===== config.mk =====
export PLATFORM = sky130hd
export DESIGN_NAME = difficulty_manager
export DESIGN_NICKNAME = d
export VERILOG_FILES = /design/src/rtl/difficulty_pkg.sv /design/src/rtl/key_edge_detect.sv /design/src/rtl/difficulty_manager.sv
export SDC_FILE = /design/constraint.sdc
export NUM_CORES = 1
export LEC_CHECK = 0
export CAP_MARGIN = 20
export CORE_AREA = 2 2 39 41
export CTS_CLUSTER_SIZE = 28
export DETAILED_ROUTE_END_ITERATION = 16
export DIE_AREA = 0 0 41 43
export HOLD_SLACK_MARGIN = 0.02
export MAX_ROUTING_LAYER = met4
export PLACE_DENSITY = 0.51
export RECOVER_POWER = 25
export SLEW_MARGIN = 20
export SYNTH_ARGS = -nofsm -noshare
export SYNTH_HDL_FRONTEND = slang
export SYNTH_SLANG_ARGS = --single-unit

===== constraint.sdc =====
create_clock -name clk -period 3.09 [get_ports clk]
set_input_delay 0.4635 -clock clk [delete_from_list [all_inputs] [get_ports clk]]
set_output_delay 0.4635 -clock clk [all_outputs]
set_load 0.05 [all_outputs]

===== src/rtl/difficulty_pkg.sv =====
// Shared constants and types for the difficulty selector and its helpers.
// Level and mode encodings are shared with the game FSM and speed control.
package difficulty_pkg;

    localparam int LVL_EASY   = 0;
    localparam int LVL_MEDIUM = 1;
    localparam int LVL_HARD   = 2;

    localparam int MODE_DIRECT = 0;
    localparam int MODE_STEP   = 1;

    localparam int MIN_LEVELS = 2;
    localparam int MAX_LEVELS = 16;

    typedef enum logic {
        SELECT = 1'b0,
        LOCKED = 1'b1
    } state_t;

endpackage


===== src/rtl/key_edge_detect.sv =====
// Rising-edge detector for debounced key levels. The history register resets
// to all ones so keys already held when reset releases never report a press.
module key_edge_detect #(
    parameter int WIDTH = 1
) (
    input  logic             clk,
    input  logic             rst_n,
    input  logic [WIDTH-1:0] key_in,
    output logic [WIDTH-1:0] rise
);

    logic [WIDTH-1:0] key_q;
    logic [WIDTH-1:0] key_d;

    always_comb begin
        key_d = key_in;
    end

    always_ff @(posedge clk or negedge rst_n) begin
        if (!rst_n) begin
            key_q <= '1;
        end else begin
            key_q <= key_d;
        end
    end

    assign rise = key_in & ~key_q;

endmodule


===== src/rtl/difficulty_manager.sv =====
// Difficulty-level selector: turns key presses into a held, registered level,
// in direct (one key per level) or step (down/up keys) mode, frozen while locked.
module difficulty_manager
    import difficulty_pkg::*;
#(
    parameter int NUM_LEVELS    = 3,
    parameter int LEVEL_W       = 4,
    parameter int DEFAULT_LEVEL = 0,
    parameter int MODE          = 0,
    parameter int WRAP          = 0
) (
    input  logic                  clk,
    input  logic                  rst_n,
    input  logic [NUM_LEVELS-1:0] key_in,
    input  logic                  lock,
    output logic [LEVEL_W-1:0]    difficulty,
    output logic                  level_changed,
    output logic                  locked
);

    localparam logic [LEVEL_W-1:0] TOP_LEVEL   = LEVEL_W'(NUM_LEVELS - 1);
    localparam logic [LEVEL_W-1:0] RESET_LEVEL = LEVEL_W'(DEFAULT_LEVEL);

    generate
        if (NUM_LEVELS < MIN_LEVELS || NUM_LEVELS > MAX_LEVELS) begin : g_bad_num_levels
            $error("difficulty_manager: NUM_LEVELS must be in 2..16");
        end
        if ((1 << LEVEL_W) < NUM_LEVELS) begin : g_bad_level_w
            $error("difficulty_manager: LEVEL_W too narrow for NUM_LEVELS");
        end
        if (DEFAULT_LEVEL < 0 || DEFAULT_LEVEL >= NUM_LEVELS) begin : g_bad_default
            $error("difficulty_manager: DEFAULT_LEVEL must be below NUM_LEVELS");
        end
        if (MODE != MODE_DIRECT && MODE != MODE_STEP) begin : g_bad_mode
            $error("difficulty_manager: MODE must be 0 (direct) or 1 (step)");
        end
    endgenerate

    logic [NUM_LEVELS-1:0] rise;

    key_edge_detect #(
        .WIDTH(NUM_LEVELS)
    ) u_key_edge_detect (
        .clk   (clk),
        .rst_n (rst_n),
        .key_in(key_in),
        .rise  (rise)
    );

    state_t             state_q;
    state_t             state_d;
    logic [LEVEL_W-1:0] difficulty_q;
    logic [LEVEL_W-1:0] difficulty_d;
    logic               level_changed_q;
    logic               level_changed_d;

    logic [LEVEL_W-1:0] direct_next;
    logic [LEVEL_W-1:0] step_next;
    logic               up_rise;
    logic               down_rise;

    assign up_rise   = rise[1];
    assign down_rise = rise[0];

    // Scan from the top down so the lowest pressed index is the one kept.
    always_comb begin
        direct_next = difficulty_q;
        for (int i = NUM_LEVELS - 1; i >= 0; i--) begin
            if (rise[i]) begin
                direct_next = LEVEL_W'(i);
            end
        end
    end

    always_comb begin
        step_next = difficulty_q;
        if (up_rise && !down_rise) begin
            if (difficulty_q == TOP_LEVEL) begin
                step_next = (WRAP != 0) ? '0 : difficulty_q;
            end else begin
                step_next = difficulty_q + LEVEL_W'(1);
            end
        end else if (down_rise && !up_rise) begin
            if (difficulty_q == '0) begin
                step_next = (WRAP != 0) ? TOP_LEVEL : difficulty_q;
            end else begin
                step_next = difficulty_q - LEVEL_W'(1);
            end
        end
    end

    // Selection looks at the raw lock input, so a press landing on the same
    // edge that lock rises is discarded rather than applied one cycle late.
    always_comb begin
        state_d         = state_q;
        difficulty_d    = difficulty_q;
        level_changed_d = 1'b0;

        case (state_q)
            SELECT:  if (lock)  state_d = LOCKED;
            LOCKED:  if (!lock) state_d = SELECT;
            default: state_d = SELECT;
        endcase

        if (!lock) begin
            if (MODE == MODE_STEP) begin
                difficulty_d = step_next;
            end else begin
                difficulty_d = direct_next;
            end
        end

        level_changed_d = (difficulty_d != difficulty_q);
    end

    always_ff @(posedge clk or negedge rst_n) begin
        if (!rst_n) begin
            state_q         <= SELECT;
            difficulty_q    <= RESET_LEVEL;
            level_changed_q <= 1'b0;
        end else begin
            state_q         <= state_d;
            difficulty_q    <= difficulty_d;
            level_changed_q <= level_changed_d;
        end
    end

    assign difficulty    = difficulty_q;
    assign level_changed = level_changed_q;
    assign locked        = (state_q == LOCKED);

endmodule


After elaboration in Yosys (flattened, before gate mapping)
Cells that the tools add are included.

Register bits: 9. Latch bits: 0. RAM bits: 0. ROM bits: 0. Input port bits: 6. Logic and storage cells: 12. Memories: 0.

Add/subtract/negate cells: 0. Multiply operators: 0. Divide/modulo/power cells: 0. $lt $le $gt $ge: 0. Equal/unequal tests: 1. Shift-type cells: 0. Mux-type cells: 5. Bitwise operators: 2. Reduce and logical (&&, ||, !) cells: 0.

Operators by type and width (number): $mux 4 (4); $ne 4x4->1 (1); $and 3x3->3 (1); $not 3->3 (1); $mux 1 (1).

Depth between registers and ports, before layout
Gate-level depths: netlist of the first run.

Depth after elaboration: 7. Gate-level depth with buffers: 4. Depth with buffers taken out: 4.

Modules after synthesis
From an unflattened synthesis of the first run, not the netlist that was laid out.

Cell total of the unflattened synthesis: 31. Area total of the unflattened synthesis: 381.6 µm².

Modules (own cells, without submodules): difficulty_manager (instances 1, cells an instance 25, area each 261.5 µm², seq. area each 150.1 µm²); key_edge_detect (instances 1, cells an instance 6, area each 120.1 µm², seq. area each 78.8 µm²).

Worst setup path after synthesis of the first run
Ideal clock, no wire load.

Path type: register to register. Start: reg difficulty_q[1], in the netlist difficulty[1]. End: reg level_changed_q, in the netlist level_changed. Data arrival time: 1.160 ns. Required time: 2.966 ns. Setup slack: 1.805 ns. Stages on the path, launching flop included: 4. Buffers on the path: 0. Period minus slack after synthesis: 1.285 ns. Path through: dfrtp_1 -> or3_1 -> mux2i_1 -> a21oi_1.

Word-level cells in the longest chain between the ends: 5.

Ends and longest elaborated chain: start, declared (RTL line difficulty_manager.sv:52) `logic [LEVEL_W-1:0] difficulty_q;`; start signal, assigned (RTL line difficulty_manager.sv:123) `difficulty_q <= difficulty_d;`; $mux 4 (3 in a row) (RTL line difficulty_manager.sv:69) `if (rise[i]) begin`; $mux 4 (RTL line difficulty_manager.sv:105) `if (!lock) begin`; $ne 4x4->1 (*) (RTL line difficulty_manager.sv:113) `level_changed_d = (difficulty_d != difficulty_q);`; named net level_changed_d (RTL line difficulty_manager.sv:55) `logic level_changed_d;`; end signal, assigned (RTL line difficulty_manager.sv:124) `level_changed_q <= level_changed_d;`; end, declared (RTL line difficulty_manager.sv:54) `logic level_changed_q;`.

Mark *: on every way through the listed nets, which the timed path passes. The rest lies on a longest branch.

Worst setup path after layout of the first run
Start: reg difficulty_q[2], in the netlist difficulty[2]. End: out difficulty[2].

RTL lines: end, declared (RTL line difficulty_manager.sv:16) `output logic [LEVEL_W-1:0] difficulty,`.

No word-level cell between the ends.

==> flow_metrics.tcl, run 1 <==
set metrics [dict create \
    status "completed" \
    clk_pin_slew_ps 50 \
    clockRootBuffer "clkbuf_4" \
    synth_cell_types 15 \
    regToRegSetupSlack_ps 1920 \
    syn2layout_area_growth_pct 42.1 \
    post-route-cell-area_um2 528 \
    num_vias 272 \
    drive_gt1_share_pct 19.6 \
    dp_slack_ps 1450 \
    clockBufferDepth 2 \
    totalWireLength_um 702 \
    grt_max_degree 10 \
    post_cts_buffers 0 \
    rr_startpoint "u_key_edge_detect.key_q[0]" \
    cts_hold_buf 0 \
    syn-num-nets 37 \
    slew_headroom_pct 66.7 \
    power.density_nw_per_um2 537 \
    die_x_um 41 \
    core_um2 1380 \
    start_kind "register" \
    grt_usage_pct 11.8 \
    drt_iter0_markers 1 \
    cts_tree "done" \
    setup_violations 0 \
    critPathCaptureType "primary output" \
    crit_required_ps 2630 \
    cap_violations 0 \
    overflow 0 \
    n_antenna_cell 0 \
    final_nets 53 \
    fp.dieH_um 43 \
    rsz0062_at_grt "no" \
    drv_slew 0 \
    dp_hpwl_um 569 \
    finClkSkew_ps 2.39 \
    worst-path-buf-inv 1 \
    row_count 14 \
    clock.fmax_ghz 0.523 \
    io_pins 12 \
    vdd_ir_drop_max_mv 0.192 \
    grt_pass1_vias 309 \
    vias_per_cell 4.39 \
    cpMaxStageDelayCell "clkdlybuf4s50_1" \
    clkLatencyLatePin_ps 250 \
    worst_pin_slew_ps 498 \
    wl_per_cell_um 11.3 \
    crit_type "register to primary output" \
    crit_path_max_fanout 4 \
    timing.final.crit_share_pct 61.9 \
    setup.worst_path.start "difficulty[2]" \
    synth_cells 31 \
    placedInstanceArea_um2 502 \
    worstHoldStart "difficulty[2]" \
    portBuffers 11 \
    avgSynthCellArea_um2 12.0 \
    place_congestion 0.753 \
    final_hold_viol_count 0 \
    period_minus_slack_ps 1910 \
    initial_core_util_pct 26.9 \
    synth_seq_area_share_pct 61.6 \
    cp.arrival_ps 1450 \
    leakagePower_uw 0.000229 \
    fillers 147 \
    critical-path-max-stage-delay_ps 820 \
    drtPass1Iterations 2 \
    syn-cell-area_um2 372 \
    path_cells "clkdlybuf4s50_1" \
    numCtsBuffers 3 \
    die_area_um2 1760 \
    crit_family "buffers and inverters" \
    antenna_left 0 \
    setup_tns_ps 0 \
    post_cts_resized 0 \
    cts_num_sinks 9 \
    cts.htree.levels 1 \
    grt_pass1_wl_mm 1.31 \
    min_path_type "register to register" \
    antenna_found_initial 0 \
    remaining_drc_errors 0 \
    ys.warnings.count 0 \
    postLayoutSetupSlackWorst_ps 1180 \
    ys_ff_latch 9 \
]
[report_power, final]
group	internal, uW	switching, uW	total [uW]
Clock	49.4	36.1	85.5
Combinational	26.1	39.7	65.9
Sequential	128	4.37	132
Total	203	80.2	283
[stage by stage]
step                hold slack [ps]  utilization, %  power (uW)  std cells
floorplan                       168               -         175         31
global placement                527            36.3         200         58
detailed placement              541            36.3         202         58
CTS                             511            38.2         291         62
global route                    588            38.2         304         62
finish                          562            38.2         283         62
[per-layer routing]
layer	global-route usage [%]	vias to the layer above	share of wire (%)
met4	6.00	0	1.1
met5	-	-	0
li1	-	136	-
met2	17.8	6	56
met3	4.71	2	4.4
met1	12.7	128	39
[synthesized netlist by cell type]
cell type	n	area share, %
dfrtp_1	6	40
a21oi_1	4	5.4
dfstp_2	3	21
nor2_1	3	3.0
inv_1	2	2.0
nand2_1	2	2.0
nand2b_1	2	3.4
nor2b_1	2	3.4
a21oi_4	1	4.4
mux2i_1	1	2.7
nor2b_4	1	3.7
o22a_2	1	2.7
o22ai_1	1	1.7
o2bb2ai_1	1	2.4
or3_1	1	1.7
[layout make-up]
cell class	instances	area, um2	area share (%)
flip-flops and latches	9	229	43.4
multi-input cells	20	135	25.6
repair buffers	11	110	20.9
clock buffers	4	26.3	4.98
well taps	16	20.0	3.79
inverters	2	7.51	1.42
[registers in the layout, summed over array words and instances (netlist names)]
| signal | flops |
|---|---|
| level_changed | 1 |
| difficulty | 4 |
| u_key_edge_detect.key_q | 3 |
| locked | 1 |
[cells by family (layout without fill, tap and decap cells)]
group / Yosys count / after routing / share of synthesized area (%)
and+or+nand+nor: 11 / 11 / 17.2
buffers and inverters: 2 / 17 / 2.02
AOI/OAI and AO/OA: 8 / 8 / 16.5
DFF: 9 / 9 / 61.6
muxes: 1 / 1 / 2.69
[cells in the final DEF (no fill, tap or decap)]
cell type and n:
mux2i_1 1, a21oi_4 1, clkbuf_4 3, clkbuf_1 1
clkdlybuf4s50_1 8, dfstp_2 3, dlygate4sd3_1 3, a21oi_1 4
o22ai_1 1, nor2_1 3, nor2b_1 2, nor2b_4 1
or3_1 1, o2bb2ai_1 1, nand2_1 2, dfrtp_1 6
o22a_2 1, inv_1 2, nand2b_1 2
[path summary, 6_finish.rpt]
kind	endpoint	cells past startpoint
min	difficulty[2]	1
max reg2reg	level_changed	4
max in group asynchronous	u_key_edge_detect.key_q[0]	1
min in group asynchronous	difficulty[1]	1
max	difficulty[2]	1
min reg2reg	difficulty[2]	1
(Power assumes the default switching activity.)
==> inputs of run 2 (changes only) <==
PLACE_DENSITY = 0.53   (was 0.51)
clock period = 1.6 ns   (was 3.09 ns; I/O delays follow)
==> flow_metrics.tcl, run 2 (synthesized netlist as in run 1, its figures left out) <==
set metrics [dict create \
    post_cts_buffers 0 \
    grt_pass1_wl_mm 1.17 \
    die_x_um 41 \
    rsz0062_at_grt "no" \
    grt_max_degree 10 \
    clk_pin_slew_ps 60 \
    cap_violations 0 \
    crit_path_max_fanout 3 \
    wl_per_cell_um 10.7 \
    postLayoutSetupSlackWorst_ps 331 \
    critPathCaptureType "register" \
    crit_type "primary input to register" \
    worst_pin_slew_ps 413 \
    clockBufferDepth 2 \
    clock.fmax_ghz 0.788 \
    period_minus_slack_ps 1270 \
    dp_slack_ps 202 \
    largest_reg_flops 4 \
    fp.dieH_um 43 \
    row_count 14 \
    cts_hold_buf 0 \
    drv_slew 0 \
    grt_pass1_vias 298 \
    remaining_drc_errors 0 \
    cts_tree "done" \
    dp_hpwl_um 533 \
    setup_tns_ps 0 \
    post_cts_resized 0 \
    cts.htree.levels 1 \
    start_kind "primary input" \
    initial_core_util_pct 26.9 \
    setup_violations 0 \
    power.density_nw_per_um2 1060 \
    num_vias 269 \
    core_um2 1380 \
    timing.final.crit_share_pct 79.3 \
    multi_input_area_um2 135 \
    min_path_type "primary input to async pin" \
    final_hold_viol_count 0 \
    drtPass1Iterations 1 \
    fillers 146 \
    vdd_ir_drop_max_mv 0.316 \
    drt_iter0_markers 0 \
    io_pins 12 \
    status "completed" \
    drive_gt1_share_pct 32.6 \
    cp.arrival_ps 1400 \
    totalWireLength_um 664 \
    leakagePower_uw 0.000239 \
    grt_usage_pct 10.3 \
    place_congestion 0.710 \
    clockRootBuffer "clkbuf_4" \
    syn2layout_area_growth_pct 38.0 \
    layout_common_cells "6 x dfrtp_1, 6 x buf_4, 4 x a21oi_1, 4 x dlygate4sd3_1" \
    antenna_left 0 \
    finClkSkew_ps 1.56 \
    crit_required_ps 1730 \
    numCtsBuffers 3 \
    seq_area_um2 229 \
    slew_headroom_pct 72.4 \
    n_antenna_cell 0 \
    antenna_found_initial 0 \
    cts_num_sinks 9 \
    die_area_um2 1760 \
    portBuffers 11 \
    overflow 0 \
    clkLatencyLatePin_ps 250 \
    vias_per_cell 4.34 \
    final_nets 53 \
]
==> run 2: changes by cell type in the layout (fill, tap and decap cells not counted) <==
| cell | delta |
|---|---|
| buf_4 | +6 |
| dlygate4sd3_1 | +1 |
| clkdlybuf4s50_1 | -7 |
==> run 2: metrics by stage <==
step | utilization [%] | instance area, um2 | hold slack (ps) | power (uW) | cells
6_report | 37.1 | 513 | 358 | 542 | 62
2_1_floorplan | - | 372 | -55.6 | 337 | 31
3_3_place_gp | 35.2 | 487 | 534 | 383 | 58
3_5_place_dp | 35.2 | 487 | 535 | 385 | 58
4_1_cts | 37.1 | 513 | 282 | 560 | 62
5_1_grt | 37.1 | 513 | 363 | 583 | 62
==> run 2: cell type report <==
type,count,area share (%)
multi-input combinational,20,26.3
timing repair buffer,11,18.5
inverter,2,1.46
clock buffer,4,5.12
tap,16,3.90
sequential,9,44.6
==> run 2: critical path: stages <==
cell and delay, ps:
dlygate4sd3_1 560, nor2b_4 150, a21oi_4 140, mux2i_1 210, a21oi_1 90
==> run 2: power breakdown <==
group	switching, uW	internal (uW)
clock	68.2	95.4
combinational	76.7	45.5
sequential	9.46	247
total	154	388
==> run 2: per-layer routing <==
metal / vias up / global-route usage [%] / share of wire (%)
li1: 136 / - / -
met1: 124 / 12.3 / 45
met2: 9 / 14.7 / 47
met3: 0 / 3.14 / 7.5
met4: 0 / 6.00 / 0
met5: - / - / 0
==> run 2: path summary, 6_finish.rpt <==
| path | start | endpoint | slack, ps | cells past startpoint |
|---|---|---|---|---|
| setup / recovery | key_in[1] | level_changed | 330 | 5 |
| hold / removal | rst_n | difficulty[1] | 360 | 1 |
| setup reg to reg | u_key_edge_detect.key_q[0] | level_changed | 420 | 4 |
| hold reg to reg | difficulty[3] | difficulty[3] | 540 | 1 |
| max in group asynchronous | rst_n | u_key_edge_detect.key_q[1] | 920 | 1 |
| min in group clk | difficulty[3] | difficulty[3] | 540 | 1 |
==> patch 1: new RTL, config.mk and constraints of run 1 <==
`MODE`: 0 -> 1.
--- a/src/rtl/difficulty_manager.sv
+++ b/src/rtl/difficulty_manager.sv
@@ -7,5 +7,5 @@
     parameter int LEVEL_W       = 4,
     parameter int DEFAULT_LEVEL = 0,
-    parameter int MODE          = 0,
+    parameter int MODE          = 1,
     parameter int WRAP          = 0
 ) (
Formal check against the unedited RTL: not equivalent (Yosys sat finds a counterexample within 4 cycles, from zero or initial values and one cycle with rst_n low).
==> patch 1 against run 1 <==
Count of clock-buffer cells in the layout did not move; area after synthesis rose by 32%; cell area rose by 20%; maximum frequency fell by 8.3%; sequential cell count fell by 1; total power rose by 110%; via count rose by 57%; setup slack got worse by 0.17 ns; routed wire length rose by 49%; register-to-register slack got worse by 0.54 ns; critical path type unchanged; largest cell class is now multi-input gates.
==> patch 1: results <==
group,metric,value,unit
route,dr.pass1.iters,4,
final_layout,drive_gt1_share,12.5,%
setup_path,r2r-start,"difficulty[1]",
yosys,synth_cell_types,25,
grt,grt_pass1_vias,379,
final_layout,nNetsFinal,75,
grt,gr-usage-all-layers,15.3,%
setup_path,r2r_slack,1.38,ns
placement,gp_congestion,0.820,
route,wirelength,1040,um
grt,grt_max_degree,12,
timing,max_slew.worst_pin.slew,0.510,ns
final_layout,fillCellCount,144,
pwr,vdd_ir_drop_max,0.362,mV
timing,clock_skew,0.00776,ns
route,drtIter0Drc,10,
yosys,ys_seq_area_share,41.4,%
route,dr_total_vias,427,
yosys,syn_nets,61,
placement,numPortBuffers,10,
min_path,hold_class,"in -> async",
pwr,p_seq_share,30.6,%
setup_path,arrival,1.62,ns
pwr,power.switching,0.278,mW
yosys,synth_common_cells,"7 x nand3_1, 6 x dfrtp_1, 4 x ha_1",
setup_path,critPathMaxFanout,9,
yosys,synth_area_leaders,"dfrtp_1 31%, dfstp_2 11%, ha_1 10%",
setup_path,max_stage_delay,0.86,ns
setup_path,rr_worst_depth,5,
pwr,power.leakage,0.267,nW
grt,grt_pass1_wl,1700,um
run_status,status,"finished, final reports clean",
setup_path,reg2reg_to,"difficulty[1]",
==> patch 1: changes by cell type in the layout (fill, tap and decap cells not counted), sizes merged, moves of 2 or more <==
| cell | delta |
|---|---|
| a211o | +2 |
| a21o | +2 |
| a21oi | -3 |
| ha | +4 |
| nand3 | +7 |
| nor3 | +2 |
| o21ai | +2 |
==> patch 1: cell families (layout without fill, tap and decap cells) <==
logic type,Yosys count,in the layout,share of synthesized area (%)
fa+ha+maj,4,4,10.2
simple gates,24,24,28.1
compound gates,10,10,14.3
flops,8,8,41.4
buf+inv,3,16,2.30
xor+xnor,2,2,3.58
==> patch 1: power groups by stage <==
stage | clock, mW | sequential, mW | combinational (mW)
4_1_cts | 0.0942 | 0.182 | 0.325
2_1_floorplan | 0 | 0.273 | 0.136
6_report | 0.0904 | 0.182 | 0.323
5_1_grt | 0.0997 | 0.190 | 0.349
3_3_place_gp | 0 | 0.186 | 0.325
3_5_place_dp | 0 | 0.183 | 0.324
==> patch 1: area by class of cell <==
| cell class | instances | share of cell area, % |
|---|---|---|
| Clock buffer | 4 | 4.16 |
| Inverter | 2 | 1.19 |
| Multi-Input combinational cell | 40 | 43.6 |
| Sequential cell | 8 | 32.1 |
| Tap cell | 16 | 3.17 |
| Timing Repair Buffer | 10 | 15.8 |
==> patch 1: metrics by stage <==
stage	cells	utilization (%)	setup slack, ns	hold WS [ns]	cell area [um^2]
after global routing	80	45.7	0.934	0.580	632
after global placement	76	43.8	1.05	0.593	606
final	80	45.7	1.00	0.553	632
after detailed placement	76	43.8	1.05	0.584	606
after floorplan	51	-	1.18	0.168	489
after CTS	80	45.7	0.996	0.492	632
==> patch 1: metal layers <==
metal	routed length, um	track usage (%)	up-vias
met1	477	19.0	205
li1	-	-	208
met3	72	9.42	0
met2	493	20.6	14
met4	0	4.00	0
met5	0	-	-
==> patch 1: how the worst max path moves through the flow <==
| stage | cells past startpoint | end | from |
|---|---|---|---|
| floorplan | 5 | difficulty[1] | difficulty[0] |
| global placement | 5 | difficulty[2] | key_in[1] |
| detailed placement | 5 | difficulty[2] | key_in[1] |
| CTS | 1 | difficulty[1] | difficulty[1] |
| global route | 1 | difficulty[1] | difficulty[1] |
| finish | 1 | difficulty[1] | difficulty[1] |
==> patch 2: new RTL, config.mk and constraints of run 1 <==
Made on the original files. Register the output `level_changed` once more, with the module's reset; this adds one clock of latency there. The other outputs are not delayed to match.
--- a/src/rtl/difficulty_manager.sv
+++ b/src/rtl/difficulty_manager.sv
@@ -127,5 +127,11 @@
 
     assign difficulty    = difficulty_q;
-    assign level_changed = level_changed_q;
+    always_ff @(posedge clk or negedge rst_n) begin
+        if (!rst_n) begin
+            level_changed <= '0;
+        end else begin
+            level_changed <= level_changed_q;
+        end
+    end
     assign locked        = (state_q == LOCKED);
 
Formal check against the unedited RTL: not equivalent (a bounded check fails within 4 cycles, from zero or initial values and one cycle with rst_n low).
==> patch 2 against run 1 <==
Area after synthesis up 6.7%; sequential cell count is 1 higher; routed wire length fell by 7.8%; register-to-register slack improved by 0.02 ns; setup slack got worse by 0.0060 ns; total power rose by 15%; cell area grew 6.6%; non-clock buffer count did not move; critical endpoint unchanged; largest cell class unchanged; largest power group unchanged.
==> patch 2: results <==
group,metric,value,unit
run_status,status,"finished, final reports clean",
yosys,synth_common_cells,"7 x dfrtp_1, 4 x a21oi_1, 3 x dfstp_2, 3 x nor2_1",
grt,gr-usage-all-layers,9.80,%
cts,clk_pin_slew,0.06,ns
route,dr_total_vias,273,
setup_path,critPathMaxFanout,4,
pwr,power.leakage,0.248,nW
cts,cts_htree_levels,1,
pwr,power.switching,0.0861,mW
final_layout,largest_reg_flops,4,
grt,grt_pass1_vias,288,
yosys,synth_edf_count,0,
yosys,synth_top_flop_cell,"dfrtp_1",
placement,numPortBuffers,11,
setup_path,max_stage_delay,0.82,ns
placement,dp_hpwl,510,um
grt,grt_max_degree,11,
cts,clk_path_buf_depth,2,
timing,max_slew.worst_pin.slew,0.497,ns
timing,clock_skew,0.000329,ns
pwr,vdd_ir_drop_max,0.246,mV
grt,antenna_found_initial,0,
setup_path,crit_family,"buffers and inverters",
yosys,synth_cell_types,15,
yosys,syn_nets,38,
grt,grt_pass1_wl,1140,um
setup_path,start_kind,"flip-flop",
final_layout,nNetsFinal,54,
yosys,async_reset_ff_share,100,%
setup_path,cp_slowest_cell,"clkdlybuf4s50_1",
route,drtIter0Drc,4,
cts,root_buffer,"clkbuf_4",
job,cap_violations,0,
yosys,yosysWarnings,0,
yosys,synth_area_leaders,"dfrtp_1 44%, dfstp_2 20%, a21oi_1 5.0%",
route,dr.pass1.iters,4,
cts,worstSkewPairLatency,0.25,ns
cts,post_cts_buffers,0,
placement,gp_congestion,0.687,
final_layout,antenna_cells,0,
route,routedWlPerCell,10.3,um
cts,cts_made_buffers,3,
yosys,ys_seq_area_share,64.0,%
min_path,hold_class,"reg -> reg",
setup_path,arrival,1.46,ns
final_layout,drive_gt1_share,21.3,%
cts,cts.repair.resized,0,
==> patch 2: cell types whose count changed after synthesis <==
cell and change:
dfrtp_1 +1
==> patch 2: path summary, 6_finish.rpt <==
check	end	from	cells after the start	slack (ns)
worst min register to register	level_changed	level_changed_q	0	0.35
worst max-delay path	difficulty[2]	difficulty[2]	1	1.17
min in group asynchronous	difficulty[1]	rst_n	1	0.58
max in group asynchronous	u_key_edge_detect.key_q[0]	rst_n	1	2.19
worst max register to register	level_changed_q	u_key_edge_detect.key_q[0]	4	1.94
worst min-delay path	level_changed	level_changed_q	0	0.35
==> patch 2: per-layer routing <==
layer	share of wire [%]	vias up	GRT usage, %	wire [um]
li1	-	138	-	-
met1	48	127	12.8	311
met2	45	8	13.8	291
met3	6.8	0	1.57	44
met4	0	0	6.00	0
met5	0	-	-	0
==> patch 2: power groups by stage <==
| stage | logic (mW) | clock network [mW] | registers, mW |
|---|---|---|---|
| 2_1_floorplan | 0.0185 | 0 | 0.172 |
| 3_3_place_gp | 0.0665 | 0 | 0.149 |
| 3_5_place_dp | 0.0669 | 0 | 0.150 |
| 4_1_cts | 0.0670 | 0.116 | 0.147 |
| 5_1_grt | 0.0709 | 0.123 | 0.148 |
| 6_report | 0.0651 | 0.113 | 0.147 |
==> patch 2: final cells by class <==
| type | instances | area (um^2) |
|---|---|---|
| sequential | 10 | 254 |
| timing repair buffer | 11 | 110 |
| multi-input combinational | 20 | 135 |
| inverter | 2 | 7.51 |
| tap | 16 | 20.0 |
| fill | 136 | 821 |
| clock buffer | 4 | 36.3 |
==> patch 2: logic make-up after synthesis <==
logic type | Yosys count | synth area share, %
muxes | 1 | 2.52
DFF | 10 | 64.0
buffers and inverters | 2 | 1.89
and+or+nand+nor | 11 | 16.1
AOI/OAI and AO/OA | 8 | 15.5
==> patch 2: stage by stage <==
step / setup slack (ns) / hold WS [ns] / instances / area (um^2)
2_1_floorplan: 1.81 / 0.168 / 32 / 397
3_5_place_dp: 1.45 / 0.335 / 59 / 527
3_3_place_gp: 1.45 / 0.333 / 59 / 527
6_report: 1.17 / 0.348 / 63 / 563
4_1_cts: 1.16 / 0.350 / 63 / 563
5_1_grt: 1.13 / 0.373 / 63 / 563
